[src/rtl/regfile_sequencer.sv]
// Multi-cycle instruction sequencer and ALU placed in front of an 8 x W-bit register file.
// Runs one instruction per EXECUTE request: IDLE -> T1 (read) -> [T2 (execute)] -> T3 (write-back).
// Every output is a Moore decode of the state and the latched instruction.
// Optional feature: define RFSEQ_FLAGS_EN to add the Z/C flag outputs, which ADD/SUB update.
module regfile_sequencer #(
  parameter int unsigned W  = 10,
  parameter int unsigned AW = 3
) (
  input  logic          CLKb,
  input  logic          RST,
  input  logic [W-1:0]  INSTR,
  input  logic          EXECUTE,
  input  logic [W-1:0]  DIN,
  input  logic [W-1:0]  Q0,
  input  logic [W-1:0]  Q1,
  output logic [W-1:0]  D,
  output logic          ENW,
  output logic          ENR0,
  output logic [AW-1:0] WRA,
  output logic [AW-1:0] RDA0,
  output logic [AW-1:0] RDA1,
  output logic          BUSY,
`ifdef RFSEQ_FLAGS_EN
  output logic          Z,
  output logic          C,
`endif
  output logic          DONE
);

  typedef enum logic [1:0] {
    StIdle = 2'd0,
    StT1   = 2'd1,
    StT2   = 2'd2,
    StT3   = 2'd3
  } state_e;

  typedef enum logic [3:0] {
    OpLoad = 4'h0,
    OpMov  = 4'h1,
    OpAdd  = 4'h2,
    OpSub  = 4'h3,
    OpInv  = 4'h4,
    OpAnd  = 4'h5,
    OpOr   = 4'h6,
    OpXor  = 4'h7
  } op_e;

  state_e         state_q, state_d;
  logic [W-1:0]   ir_q, ir_d;
  logic [W-1:0]   a_q, a_d;
  logic [W-1:0]   b_q, b_d;
  logic [W-1:0]   g_q, g_d;

  // Instruction fields: opcode in the top four bits, then Rx, then Ry.
  logic [3:0]     op;
  logic [AW-1:0]  rx;
  logic [AW-1:0]  ry;
  logic           op_illegal;

  assign op         = ir_q[W-1 -: 4];
  assign rx         = ir_q[2*AW-1:AW];
  assign ry         = ir_q[AW-1:0];
  assign op_illegal = op[3];

  // ALU result and carry; ADD and SUB share one adder, with SUB computed as A + ~B + 1.
  logic [W-1:0]   alu_res;
  logic           alu_carry;
  logic [W:0]     sum_ext;
  logic           is_sub;

  assign is_sub = (op == OpSub);

  // Adder operand inversion for SUB; the carry out is the inverse of the borrow.
  always_comb begin
    if (is_sub) begin
      sum_ext = {1'b0, a_q} + {1'b0, ~b_q} + {{W{1'b0}}, 1'b1};
    end else begin
      sum_ext = {1'b0, a_q} + {1'b0, b_q};
    end
  end

  // Decode the latched opcode into a result and a carry/borrow flag.
  always_comb begin
    alu_res   = '0;
    alu_carry = 1'b0;
    case (op)
      OpMov: alu_res = b_q;
      OpAdd: begin
        alu_res   = sum_ext[W-1:0];
        alu_carry = sum_ext[W];
      end
      OpSub: begin
        alu_res   = sum_ext[W-1:0];
        alu_carry = ~sum_ext[W];
      end
      OpInv: alu_res = ~b_q;
      OpAnd: alu_res = a_q & b_q;
      OpOr:  alu_res = a_q | b_q;
      OpXor: alu_res = a_q ^ b_q;
      default: begin
        alu_res   = '0;
        alu_carry = 1'b0;
      end
    endcase
  end

`ifdef RFSEQ_FLAGS_EN
  logic z_q, z_d;
  logic c_q, c_d;
`endif

  // Next-state and datapath register updates.
  always_comb begin
    state_d = state_q;
    ir_d    = ir_q;
    a_d     = a_q;
    b_d     = b_q;
    g_d     = g_q;
`ifdef RFSEQ_FLAGS_EN
    z_d     = z_q;
    c_d     = c_q;
`endif
    unique case (state_q)
      StIdle: begin
        if (EXECUTE) begin
          ir_d    = INSTR;
          state_d = StT1;
        end
      end
      StT1: begin
        a_d = Q0;
        b_d = Q1;
        if (op_illegal) begin
          // Skip execute; T3 completes without writing.
          state_d = StT3;
        end else if (op == OpLoad) begin
          g_d     = DIN;
          state_d = StT3;
        end else begin
          state_d = StT2;
        end
      end
      StT2: begin
        g_d = alu_res;
`ifdef RFSEQ_FLAGS_EN
        if ((op == OpAdd) || (op == OpSub)) begin
          z_d = (alu_res == '0);
          c_d = alu_carry;
        end
`endif
        state_d = StT3;
      end
      StT3: begin
        state_d = StIdle;
      end
      default: begin
        state_d = StIdle;
      end
    endcase
  end

  // State and datapath registers; reset aborts any instruction in flight.
  always_ff @(posedge CLKb or posedge RST) begin
    if (RST) begin
      state_q <= StIdle;
      ir_q    <= '0;
      a_q     <= '0;
      b_q     <= '0;
      g_q     <= '0;
`ifdef RFSEQ_FLAGS_EN
      z_q     <= 1'b0;
      c_q     <= 1'b0;
`endif
    end else begin
      state_q <= state_d;
      ir_q    <= ir_d;
      a_q     <= a_d;
      b_q     <= b_d;
      g_q     <= g_d;
`ifdef RFSEQ_FLAGS_EN
      z_q     <= z_d;
      c_q     <= c_d;
`endif
    end
  end

  // Moore output decode from state and latched instruction.
  always_comb begin
    D    = '0;
    ENW  = 1'b0;
    ENR0 = 1'b0;
    WRA  = '0;
    RDA0 = '0;
    RDA1 = '0;
    DONE = 1'b0;
    unique case (state_q)
      StT1: begin
        RDA0 = rx;
        RDA1 = ry;
        ENR0 = 1'b1;
      end
      StT3: begin
        D    = g_q;
        WRA  = rx;
        ENW  = ~op_illegal;
        DONE = 1'b1;
      end
      default: begin
        D    = '0;
        ENW  = 1'b0;
      end
    endcase
  end

  assign BUSY = (state_q != StIdle);

`ifdef RFSEQ_FLAGS_EN
  assign Z = z_q;
  assign C = c_q;
`endif

endmodule

[config.mk]
export PLATFORM = sky130hd
export DESIGN_NAME = regfile_sequencer
export DESIGN_NICKNAME = d
export VERILOG_FILES = /design/src/rtl/regfile_sequencer.sv
export SDC_FILE = /design/constraint.sdc
export NUM_CORES = 1
export LEC_CHECK = 0
export CORE_AREA = 2 2 91 93
export CTS_BUF_LIST = sky130_fd_sc_hd__clkbuf_4
export DETAILED_ROUTE_END_ITERATION = 6
export DIE_AREA = 0 0 93 95
export GPL_TIMING_DRIVEN = 1
export PLACE_DENSITY = 0.77
export SLEW_MARGIN = 40
export SYNTH_ARGS = -nofsm -noshare
export SYNTH_HDL_FRONTEND = slang
export SYNTH_SLANG_ARGS = --single-unit
[constraint.sdc]
create_clock -name CLKb -period 2.3 [get_ports CLKb]
set_clock_uncertainty 0.1 [all_clocks]
set_input_delay 0.69 -clock CLKb [delete_from_list [all_inputs] [get_ports CLKb]]
set_output_delay 0.69 -clock CLKb [all_outputs]
set_load 0.01 [all_outputs]
# Yosys cells after proc, flatten, opt, wreduce, memory -nomap -nowiden
# Cells that the tools add are included.
# totals
register_bits	42
word_cells	49
# classes
muxes	16
n_reduce_logical	7
n_eq_ne	13
n_addsub	3
n_bitwise	5
# op_table
cell	count
case mux 10 bit (6 select lines)	1
two-way mux 10 bit	4
adder 10 bit	2
case mux 10 bit (2 select lines)	1
== test 4 x 3 -> 1 bit, second input constant	4
adder 10 x 1 -> 10 bit, second input constant	1
bitwise AND 10 bit	1
inverter 10 bit	1
bitwise OR 10 bit	1
XOR 10 bit	1
two-way mux 3 bit	3
== test 4 x 2 -> 1 bit, second input constant	2
case mux 2 bit (4 select lines)	1
!= test 2 bit, second input constant	3
two-way mux 1 bit	5
== test 2 bit, second input constant	2
== test 4 x 1 -> 1 bit, second input constant	1
zero test 4 bit	1
nonzero test 2 bit	2
AND reduction 3 bit	1
== test 2 x 1 -> 1 bit, second input constant	1
zero test 2 bit	1
two-way mux 2 bit	1
AND reduction 2 bit	1
other kinds (2)	2

# Logic depth before layout (Yosys ltp)
# Gate-level depths: netlist of the first run.
# logic_depth
ltp_word	6
ltp_mapped	10
ltp_nobuf	10

# Least setup slack after synthesis of the first run
# OpenSTA, ideal clock, no wires.
# synth_timing
path_kind	flip-flop to output port
start	register state_q[1]
end	output port RDA0[0]
arrival_ps	1436
required_time_ps	1510
slack_ps	74
n_path_buf	2
stages_incl_launch_ff	6
path_cell_list	dfrtp_1 inv_1 ha_1 clkbuf_1 clkbuf_1 and2_1
# synth_via
elab_chain_len	2
# synth_lines
element	line	text
from (decl)	48	state_e state_q, state_d;
from (signal assigned)	165	state_q <= StIdle;
from (signal assigned)	175	state_q <= state_d;
== test 2 x 1 -> 1 bit	196	unique case (state_q)
two-way mux 3 bit	196	
to (decl)	20	output logic [AW-1:0] RDA0,
# Every way passes these cells.

# Final worst setup path of the first run
# layout_timing
start	register state_q[1]
end	output port BUSY
# layout_via
elab_chain_len	1
# layout_lines
element	line	text
nonzero test 2 bit	215	assign BUSY = (state_q != StIdle);
to (decl)	22	output logic BUSY,
# Every way passes these cells.

==> flow_metrics.tcl, run 1 <==
set metrics [dict create \
    yosys.area.top_type "sky130_fd_sc_hd__dfrtp_1" \
    final_area_sq_um 4590 \
    path_max_fanout 3 \
    filler_cell_count 716 \
    ff2ff_setup_slack_ps 30 \
    whs_path_depth 2 \
    post-route-drc-count 0 \
    cts_root_buffer "sky130_fd_sc_hd__clkbuf_4" \
    critical_path_arrival_ps 1570 \
    worst-setup-path-type "flop to output pin" \
    cts_max_level 2 \
    crit_path_frequent_cell "sky130_fd_sc_hd__buf_6" \
    launch_point_of_the_worst_reg_to_reg_path "a_q[2]$_DFFE_PP0P_" \
    number_of_antenna_violations_at_the_first_check_in_global_routing 0 \
    final_hold_vios 0 \
    numClockSinks 42 \
    worst_path_max_delay_cell "sky130_fd_sc_hd__dfrtp_2" \
    power_density_nw_per_um2 1510 \
    timing.critical_path.cells "buf_6 -> inv_4 -> buf_4 -> buf_6 -> ha_4 -> inv_1 -> buf_2" \
    fin_ws_ps -57.9 \
    grt_first_pass_wirelength_microns 15500 \
    critical-path-max-stage-delay_ps 440 \
    die_h_microns 95 \
    detail_route.vias_per_cell 5.44 \
    status "finished with violations" \
    clk_pin_slew_ps 150 \
    worstRegToRegCells 9 \
    synth.yosys.seq_area_share 0.306 \
    cp-end-kind "output pin" \
    drv_slew 0 \
    timing.hold.worst.class "flop to flop" \
    netlist_instances 396 \
    antenna_violating_nets_post_route 0 \
    routabilityCongestion 0.944 \
    syn-num-nets 478 \
    largest_voltage_drop_on_the_vdd_net_v 0.000511 \
    sequential_cell_area_sq_um 1050 \
    placement_rows 33 \
    multi_input_comb_area_sq_um 2280 \
    io_port_bufs 65 \
    dp_hpwl_microns 6650 \
    post_synth_main_area_contributors "sky130_fd_sc_hd__dfrtp_1 (31%), sky130_fd_sc_hd__ha_1 (13%), sky130_fd_sc_hd__o21ai_0 (6.0%), sky130_fd_sc_hd__a21oi_1 (4.5%), sky130_fd_sc_hd__nand2_1 (4.2%)" \
    setup_repair_after_global_routing_missed_its_margin "true" \
    violated_checks "setup timing" \
    chipWidth_microns 93 \
    drive_above_1_share 0.271 \
    p_leak_nw 2.03 \
    core_area_sq_um 7930 \
    grt_util_all_layers 0.218 \
    crit_path_start_kind "flop" \
    clock_tree_from_tritoncts "built" \
    grt_start_max_net_pins 43 \
    area_growth_syn_to_layout_pct 33.7 \
    fmax_mhz 424 \
    first_global_vias 3274 \
    design.final.nets 565 \
    insertion_delay_ps 380 \
    final_core_utilization 0.578 \
    antennaDiodeCount 0 \
    placed_cell_area_sq_um 4260 \
    die_footprint_sq_um 8840 \
    yosysTopAreaCellShare 0.306 \
    slew-limit-headroom 0.694 \
    slew_at_the_pin_with_the_worst_max_slew_slack_ps 459 \
    worst_ep_required_time_ps 1510 \
    layout_worst_path_cycle_share 1.03 \
    postSynthRegisterBits 42 \
    ctsLongestPathBuffers 2 \
    fin_hold_ws_ps 415 \
    synth_enable_flop_cells 0 \
    timing.final.setup_violations 7 \
    routed_wirelength_microns 9440 \
    overflow 0 \
    worst_hold_path.endpoint "g_q[1]$_DFFE_PP0P_" \
    synth-main-ff-cell "sky130_fd_sc_hd__dfrtp_1" \
    yosys_warnings 0 \
    fin_tns_setup_ps -240 \
    wire_per_inst_microns 16.0 \
    syn-mean-instance-area_sq_um 8.66 \
    num_vias 3207 \
    number_of_library_cell_types_mapped_by_synthesis 58 \
    min_period_ps 2360 \
    first_pass_iters 4 \
    initial_core_util 0.433 \
    cts-buffers-inserted 5 \
    worstReg2RegEnd "g_q[6]$_DFFE_PP0P_" \
    ioPinCount 66 \
    worst_hold_startpoint "g_q[1]$_DFFE_PP0P_" \
    maxCapViolations 0 \
    synth_async_sr_flop_share 1.00 \
    dr.first_iter.drc_count 148 \
    syn_area_sq_um 3430 \
]
-- sequential cells by signal, summed over array words and instances, names as in the netlist --
| signal | count |
|---|---|
| state_q | 2 |
| a_q | 10 |
| b_q | 10 |
| g_q | 10 |
| ir_q | 10 |
-- how the worst max path moves through the flow --
| stage | slack [ps] | start | to |
|---|---|---|---|
| 6_report | -60 | state_q[1]$_DFFE_PP0P_ | BUSY |
| 3_5_place_dp | -70 | b_q[2]$_DFFE_PP0P_ | g_q[6]$_DFFE_PP0P_ |
| 2_1_floorplan | 70 | state_q[1]$_DFFE_PP0P_ | RDA0[0] |
| 3_3_place_gp | -10 | b_q[2]$_DFFE_PP0P_ | g_q[6]$_DFFE_PP0P_ |
| 4_1_cts | -60 | state_q[1]$_DFFE_PP0P_ | RDA1[0] |
| 5_1_grt | -120 | state_q[1]$_DFFE_PP0P_ | BUSY |
-- Yosys cell counts (all sizes together) (2+ instances only) --
master and instances:
ha 37, a221o 2, a21oi 32, a31oi 2, nor2b 5, nand4 3
xnor2 4, fa 2, and3 2, o21a 2, a21o 8, and2 19
mux2 11, o22ai 3, clkbuf 11, o311a 2, nor3 8, dfrtp 42
a2111oi 2, o31ai 5, nand2 38, inv 33, o21ai 48, or3 3
mux2i 2, nor4 4, buf 13, o311ai 3, nand2b 4, a221oi 3
o211ai 11, nor2 21
-- cell usage in the layout, fill, tap and decap left out, drive strengths merged, types with 2 or more instances in the layout --
master	instances
buf	58
o21ai	48
clkdlybuf4s50	42
dfrtp	42
nand2	38
ha	37
inv	34
a21oi	32
nor2	21
and2	19
o211ai	11
mux2	11
a21o	8
nor3	8
clkbuf	5
nor2b	5
o31ai	5
xnor2	4
nand2b	4
nor4	4
or3	3
a221oi	3
nand4	3
o22ai	3
clkdlybuf4s15	3
o311ai	3
a31oi	2
o21a	2
a221o	2
and3	2
mux2i	2
fa	2
o311a	2
a2111oi	2
-- stage by stage --
stage	total power [W]	setup WS (ps)	cells
after floorplan	0.00451	73.9	396
after global placement	0.00567	-11.5	564
after detailed placement	0.00582	-73.0	564
after CTS	0.00650	-56.1	584
after global routing	0.00752	-119	589
final	0.00692	-57.9	589
-- worst max-delay path: cells and delay by family (launching register included) --
family	cells	cell delay [ps]
buf+inv	6	580
fa+ha+maj	1	160
flops	1	440
-- cells by family (layout without fill, tap and decap cells) --
| group | count (synthesis) | after routing | share of synthesized area |
|---|---|---|---|
| xor gates and xnor gates | 4 | 4 | 0.0102 |
| buffers and inverters | 57 | 145 | 0.0751 |
| and+or+nand+nor | 111 | 111 | 0.174 |
| muxes | 13 | 13 | 0.0419 |
| AOI/OAI and AO/OA | 130 | 130 | 0.246 |
| adders and majority gates | 39 | 39 | 0.147 |
| DFF | 42 | 42 | 0.306 |
-- layout make-up --
class	count	area share
Multi-Input combinational cell	297	0.497
Clock buffer	5	0.00819
Tap cell	105	0.0286
Clock inverter	3	0.00546
Timing Repair Buffer	104	0.203
Sequential cell	42	0.230
Inverter	33	0.0281
-- power by group --
part | internal [W] | switching, W | leakage (nW) | total, W
Combinational | 0.00234 | 0.00267 | 1.49 | 0.00501
Clock | 0.000125 | 0.000286 | 0.0318 | 0.000411
Sequential | 0.00112 | 0.000379 | 0.504 | 0.00150
Total | 0.00358 | 0.00334 | 2.03 | 0.00692
-- per-layer routing --
layer / global-route usage / routed length (microns) / part of all wire / up-vias
met5: 0 / 0 / 0 / -
li1: - / - / - / 1565
met4: 0.0686 / 132 / 0.014 / 0
met1: 0.271 / 4010 / 0.42 / 1550
met2: 0.389 / 4940 / 0.52 / 77
met3: 0.0319 / 353 / 0.037 / 15
-- timing repair --
| action | 4_1_cts | 5_1_grt |
|---|---|---|
| gates resized for setup | 112 | 32 |
| pin swaps | 2 | 12 |
| hold buffers | 0 | 0 |
| setup endpoints to repair | 26 | 25 |
| setup buffers | 12 | 5 |
No activity file was read; power rests on OpenSTA's default activity.
==> inputs of run 2 (changes only) <==
Settings changed: MAX_ROUTING_LAYER set to met4.
==> run 2 against run 1 <==
Effect of this change:
- the run still ends with setup timing left
- register-to-register slack worse by 40 ps
- core utilization up 0.60 points
- sequential share of layout area down 0.24 points
- non-clock buffer count up 1
- critical path depth up 2
- worst hold slack worse by 18 ps
- wire length down 0.82%
- clock-buffer cell count unchanged
- highest routed layer unchanged
- sequential power about the same
- total power up 1.6%
==> flow_metrics.tcl, run 2 (same netlist as run 1, synthesis figures left out) <==
set metrics [dict create \
    timing.hold.worst.class "flop to flop" \
    p_leak_nw 2.03 \
    ctsLongestPathBuffers 2 \
    worstRegToRegCells 9 \
    antenna_violating_nets_post_route 0 \
    critical_path_arrival_ps 2490 \
    numClockSinks 42 \
    clock_tree_from_tritoncts "built" \
    ff2ff_setup_slack_ps -5 \
    design.final.nets 566 \
    power.share.clock 0.057 \
    post_layout_nonfiller_instances 590 \
    cp-end-kind "flop" \
    grt_first_pass_wirelength_microns 15200 \
    number_of_antenna_violations_at_the_first_check_in_global_routing 0 \
    post-route-drc-count 0 \
    slew-limit-headroom 0.640 \
    clk_pin_slew_ps 150 \
    final_hold_vios 0 \
    initial_core_util 0.433 \
    area_growth_syn_to_layout_pct 35.0 \
    cts-buffers-inserted 5 \
    wire_per_inst_microns 15.9 \
    core_area_sq_um 7930 \
    grt_util_all_layers 0.219 \
    timing.final.setup_violations 3 \
    slew_at_the_pin_with_the_worst_max_slew_slack_ps 526 \
    die_footprint_sq_um 8840 \
    worst-setup-path-type "flop to flop" \
    placement_rows 33 \
    cts_max_level 2 \
    largest_voltage_drop_on_the_vdd_net_v 0.000570 \
    critical-path-max-stage-delay_ps 480 \
    cts_root_buffer "sky130_fd_sc_hd__clkbuf_4" \
    power_switching_w 0.00340 \
    finalPower_w 0.00703 \
    drive_above_1_share 0.293 \
    timing.critical_path.cells "ha_4 -> fa_2 -> o21bai_1 -> a21o_1 -> a21oi_2 -> nor2_1 -> o31ai_2 -> mux2_4 -> a41oi_1" \
    maxCapViolations 0 \
    placement.setup.worst_slack_ps -67.6 \
    layout_commonest_cell "sky130_fd_sc_hd__clkdlybuf4s50_1" \
    filler_cell_count 695 \
    routabilityCongestion 0.960 \
    comb_power_share 0.729 \
    min_period_ps 2310 \
    power_density_nw_per_um2 1520 \
    antennaDiodeCount 0 \
    internal-power_w 0.00363 \
    final_core_utilization 0.584 \
    dr.first_iter.drc_count 183 \
    die_h_microns 95 \
    multi_input_comb_area_sq_um 2330 \
    worst_hold_startpoint "g_q[1]$_DFFE_PP0P_" \
    first_global_vias 3240 \
    fin_hold_ws_ps 397 \
    path_max_fanout 3 \
    whs_path_depth 2 \
    post-place-cells 565 \
    sequential_cell_area_sq_um 1050 \
    crit_path_start_kind "flop" \
    num_vias 3240 \
    setup_repair_after_global_routing_missed_its_margin "true" \
    cpLargestDelayFamily "compound AO/OA/AOI/OAI gates" \
    worst_hold_path.endpoint "g_q[1]$_DFFE_PP0P_" \
    chipWidth_microns 93 \
    fmax_mhz 434 \
    overflow 0 \
    launch_point_of_the_worst_reg_to_reg_path "b_q[0]$_DFFE_PP0P_" \
    swShare 0.483 \
    violated_checks "setup timing" \
    ioPinCount 66 \
    status "finished with violations" \
    timing.critical_path.buf_inv 0 \
    drv_slew 0 \
    first_pass_iters 4 \
    grt_start_max_net_pins 43 \
    worstReg2RegEnd "g_q[6]$_DFFE_PP0P_" \
    detail_route.vias_per_cell 5.49 \
    dp_hpwl_microns 6700 \
    fin_ws_ps -5.07 \
    io_port_bufs 65 \
    insertion_delay_ps 370 \
    sequential_share_of_power 0.214 \
    worst_ep_required_time_ps 2480 \
    worst_path_max_delay_cell "sky130_fd_sc_hd__dfrtp_2" \
    layout_common_cells "sky130_fd_sc_hd__clkdlybuf4s50_1 (42), sky130_fd_sc_hd__o21ai_0 (41), sky130_fd_sc_hd__dfrtp_1 (40), sky130_fd_sc_hd__nand2_1 (37), sky130_fd_sc_hd__buf_4 (34)" \
    layout_worst_path_cycle_share 1.00 \
    ctsHoldBuffers 0 \
    routed_wirelength_microns 9360 \
]
## run 2: changes by cell type in the layout (fill, tap and decap cells not counted), moves of 3 or more
cell | previous run | this run
sky130_fd_sc_hd__ha_4 | 4 | 7
sky130_fd_sc_hd__buf_4 | 29 | 34
sky130_fd_sc_hd__clkbuf_2 | 0 | 11
sky130_fd_sc_hd__buf_2 | 13 | 2
sky130_fd_sc_hd__clkdlybuf4s15_1 | 3 | 0
## run 2: final cells by class
class,count,area share
multi-input cells,297,0.504
flip-flops and latches,42,0.227
repair buffers,105,0.200
well taps,105,0.0284
inverters,33,0.0278
clock buffers,5,0.00810
clock inverters,3,0.00459
## run 2: power by group through the flow
stage / combinational, W / clock, W / sequential (W)
after detailed placement: 0.00435 / 0 / 0.00149
after global routing: 0.00563 / 0.000439 / 0.00156
final: 0.00513 / 0.000400 / 0.00150
after floorplan: 0.00317 / 0 / 0.00133
after global placement: 0.00423 / 0 / 0.00147
after CTS: 0.00452 / 0.000409 / 0.00147
## run 2: worst reg2reg max path, stage by stage, from the launching register on
cell,delay [ps]
sky130_fd_sc_hd__dfrtp_2,480
sky130_fd_sc_hd__ha_4,190
sky130_fd_sc_hd__fa_2,360
sky130_fd_sc_hd__o21bai_1,150
sky130_fd_sc_hd__a21o_1,170
sky130_fd_sc_hd__a21oi_2,70
sky130_fd_sc_hd__nor2_1,130
sky130_fd_sc_hd__o31ai_2,90
sky130_fd_sc_hd__mux2_4,300
sky130_fd_sc_hd__a41oi_1,190
## run 2: worst max-delay path by stage
stage | cells after the start | start | slack, ps | end
after CTS | 6 | state_q[1]$_DFFE_PP0P_ | -10 | RDA1[2]
after global placement | 9 | b_q[2]$_DFFE_PP0P_ | -10 | g_q[6]$_DFFE_PP0P_
after global routing | 10 | b_q[0]$_DFFE_PP0P_ | -130 | g_q[8]$_DFFE_PP0P_
after floorplan | 5 | state_q[1]$_DFFE_PP0P_ | 70 | RDA0[0]
after detailed placement | 9 | b_q[2]$_DFFE_PP0P_ | -70 | g_q[6]$_DFFE_PP0P_
final | 9 | b_q[0]$_DFFE_PP0P_ | -5 | g_q[6]$_DFFE_PP0P_
## run 2: repair_timing
item                       in CTS  in global routing
pin swaps                       2                 24
setup buffers                   9                  8
gates resized for setup        76                 70
setup endpoints to repair      26                 29
## run 2: metrics by stage
| step | TNS [ps] | area (sq um) |
|---|---|---|
| 6_report | -8.59 | 4630 |
| 5_1_grt | -704 | 4630 |
| 4_1_cts | -43.5 | 4410 |
| 3_5_place_dp | -393 | 4260 |
| 3_3_place_gp | -9.59 | 4260 |
| 2_1_floorplan | 0 | 3430 |
## run 2: routing by layer
metal | GRT usage | wire, microns | up-vias
met3 | 0.0327 | 472 | 20
met1 | 0.276 | 3970 | 1553
met5 | - | 0 | -
met2 | 0.365 | 4760 | 101
li1 | - | - | 1566
met4 | 0.0699 | 157 | 0
==> inputs of run 3 (changes only) <==
Settings changed: RECOVER_POWER set to 25.
==> run 3 against run 2 <==
Effect of this change:
- the run still ends with setup timing left
- final cell count stayed put
- die area unchanged
- wire length decreased by 0.59%
- sequential power barely moved
- fmax barely moved
- combinational power barely moved
- clock-buffer cell count stayed put
- flip-flop and latch count unchanged
- design area decreased by 0.32%
- critical endpoint unchanged
- largest cell class unchanged
==> flow_metrics.tcl, run 3 (same netlist as run 1, synthesis figures left out) <==
set metrics [dict create \
    numClockSinks 42 \
    fin_ws_ps -5.75 \
    slew_at_the_pin_with_the_worst_max_slew_slack_ps 1060 \
    fmax_mhz 434 \
    initial_core_util 0.433 \
    grt_first_pass_wirelength_microns 15200 \
    core_area_sq_um 7930 \
    maxCapViolations 0 \
    first_global_vias 3240 \
    cp-end-kind "flop" \
    placement_rows 33 \
    detail_route.vias_per_cell 5.54 \
    timing.final.setup_violations 2 \
    cts_max_level 2 \
    timing.critical_path.buf_inv 0 \
    routed_wirelength_microns 9310 \
    critical_path_arrival_ps 2490 \
    num_vias 3267 \
    antenna_violating_nets_post_route 0 \
    cpLargestDelayFamily "compound AO/OA/AOI/OAI gates" \
    ff2ff_setup_slack_ps -6 \
    largest_voltage_drop_on_the_vdd_net_v 0.000571 \
    io_port_bufs 65 \
    post-route-drc-count 0 \
    status "finished with violations" \
    area_growth_syn_to_layout_pct 34.6 \
    ctsHoldBuffers 0 \
    final_area_sq_um 4620 \
    routabilityCongestion 0.960 \
    worst_path_max_delay_cell "sky130_fd_sc_hd__dfrtp_2" \
    overflow 0 \
    design.final.nets 566 \
    insertion_delay_ps 370 \
    worst_ep_required_time_ps 2480 \
    cts-buffers-inserted 5 \
    dr.first_iter.drc_count 200 \
    filler_cell_count 697 \
    final_hold_vios 0 \
    p_leak_nw 2.03 \
    ioPinCount 66 \
    antennaDiodeCount 0 \
    grt_start_max_net_pins 43 \
    placed_cell_area_sq_um 4260 \
    dp_hpwl_microns 6700 \
    multi_input_comb_area_sq_um 2330 \
    chipWidth_microns 93 \
    drv_slew 0 \
    timing.critical_path.cells "ha_4 -> fa_2 -> o21bai_1 -> a21o_1 -> a21oi_2 -> nor2_1 -> o31ai_2 -> mux2_4 -> a41oi_1" \
    fin_hold_ws_ps 396 \
    path_max_fanout 3 \
    setup_repair_after_global_routing_missed_its_margin "true" \
    crit_path_start_kind "flop" \
    clock_tree_from_tritoncts "built" \
    violated_checks "setup timing" \
    worst-setup-path-type "flop to flop" \
    timing.hold.worst.class "flop to flop" \
    finalPower_w 0.00702 \
    min_period_ps 2310 \
    drive_above_1_share 0.293 \
    critical-path-max-stage-delay_ps 480 \
    first_pass_iters 4 \
    ctsLongestPathBuffers 2 \
    layout_worst_path_cycle_share 1.00 \
    layout_common_cells "sky130_fd_sc_hd__o21ai_0 (41), sky130_fd_sc_hd__clkdlybuf4s50_1 (41), sky130_fd_sc_hd__dfrtp_1 (40), sky130_fd_sc_hd__nand2_1 (37), sky130_fd_sc_hd__buf_4 (34)" \
    wire_per_inst_microns 15.8 \
    sequential_cell_area_sq_um 1050 \
    die_footprint_sq_um 8840 \
    slew-limit-headroom 0.296 \
    cts_root_buffer "sky130_fd_sc_hd__clkbuf_4" \
    number_of_antenna_violations_at_the_first_check_in_global_routing 0 \
    power_density_nw_per_um2 1520 \
    die_h_microns 95 \
    grt_util_all_layers 0.219 \
    clk_pin_slew_ps 150 \
]
-- run 3: cell types whose count changed in the layout (fill, tap and decap cells not counted) --
| cell | delta |
|---|---|
| sky130_fd_sc_hd__buf_12 | -1 |
| sky130_fd_sc_hd__dlygate4sd3_1 | +1 |
| sky130_fd_sc_hd__clkdlybuf4s50_1 | -1 |
| sky130_fd_sc_hd__clkbuf_2 | +1 |
-- run 3: through the flow --
stage | std cells | utilization | setup WS (ps) | TNS [ps]
3_5_place_dp | 565 | 0.538 | -67.6 | -393
6_report | 590 | 0.583 | -5.75 | -7.78
3_3_place_gp | 565 | 0.538 | -9.59 | -9.59
4_1_cts | 582 | 0.556 | -10.8 | -43.5
2_1_floorplan | 396 | - | 73.9 | 0
5_1_grt | 590 | 0.583 | -127 | -704
-- run 3: worst paths after layout --
path                                     from                   to  cells past startpoint
setup / recovery           b_q[0]$_DFFE_PP0P_   g_q[6]$_DFFE_PP0P_                      9
hold / removal             g_q[1]$_DFFE_PP0P_   g_q[1]$_DFFE_PP0P_                      2
setup reg to reg           b_q[0]$_DFFE_PP0P_   g_q[6]$_DFFE_PP0P_                      9
hold reg to reg            g_q[1]$_DFFE_PP0P_   g_q[1]$_DFFE_PP0P_                      2
max in group asynchronous                 RST   b_q[0]$_DFFE_PP0P_                      3
min in group asynchronous                 RST  ir_q[1]$_DFFE_PP0P_                      3
-- run 3: worst register-to-register path: stages (launching register included) --
cell and delay (ps):
sky130_fd_sc_hd__dfrtp_2 480, sky130_fd_sc_hd__ha_4 190, sky130_fd_sc_hd__fa_2 360, sky130_fd_sc_hd__o21bai_1 150
sky130_fd_sc_hd__a21o_1 180, sky130_fd_sc_hd__a21oi_2 70, sky130_fd_sc_hd__nor2_1 130, sky130_fd_sc_hd__o31ai_2 90
sky130_fd_sc_hd__mux2_4 300, sky130_fd_sc_hd__a41oi_1 190
-- run 3: final cells by class --
type                       count  share of cell area
clock buffer                   5             0.00813
clock inverter                 3             0.00461
inverter                      33              0.0279
multi-input combinational    297               0.505
sequential                    42               0.228
tap                          105              0.0284
timing repair buffer         105               0.198
-- run 3: layer usage --
| layer | part of all wire | routed length (microns) | track usage | vias up |
|---|---|---|---|---|
| met3 | 0.055 | 510 | 0.0327 | 24 |
| met2 | 0.51 | 4730 | 0.365 | 107 |
| met1 | 0.42 | 3880 | 0.276 | 1569 |
| met5 | 0 | 0 | - | - |
| li1 | - | - | - | 1567 |
| met4 | 0.020 | 182 | 0.0699 | 0 |
-- run 3: repair_timing --
item,CTS,global route
endpoints found under the setup margin,26,29
resized for setup,76,70
pin swaps,2,24
buffers inserted,9,8
-- run 3: where the power goes --
group / total [W] / leakage (nW) / internal, W / switching (W)
Clock: 0.000399 / 0.0312 / 0.000119 / 0.000280
Sequential: 0.00150 / 0.503 / 0.00112 / 0.000384
Combinational: 0.00512 / 1.49 / 0.00239 / 0.00272
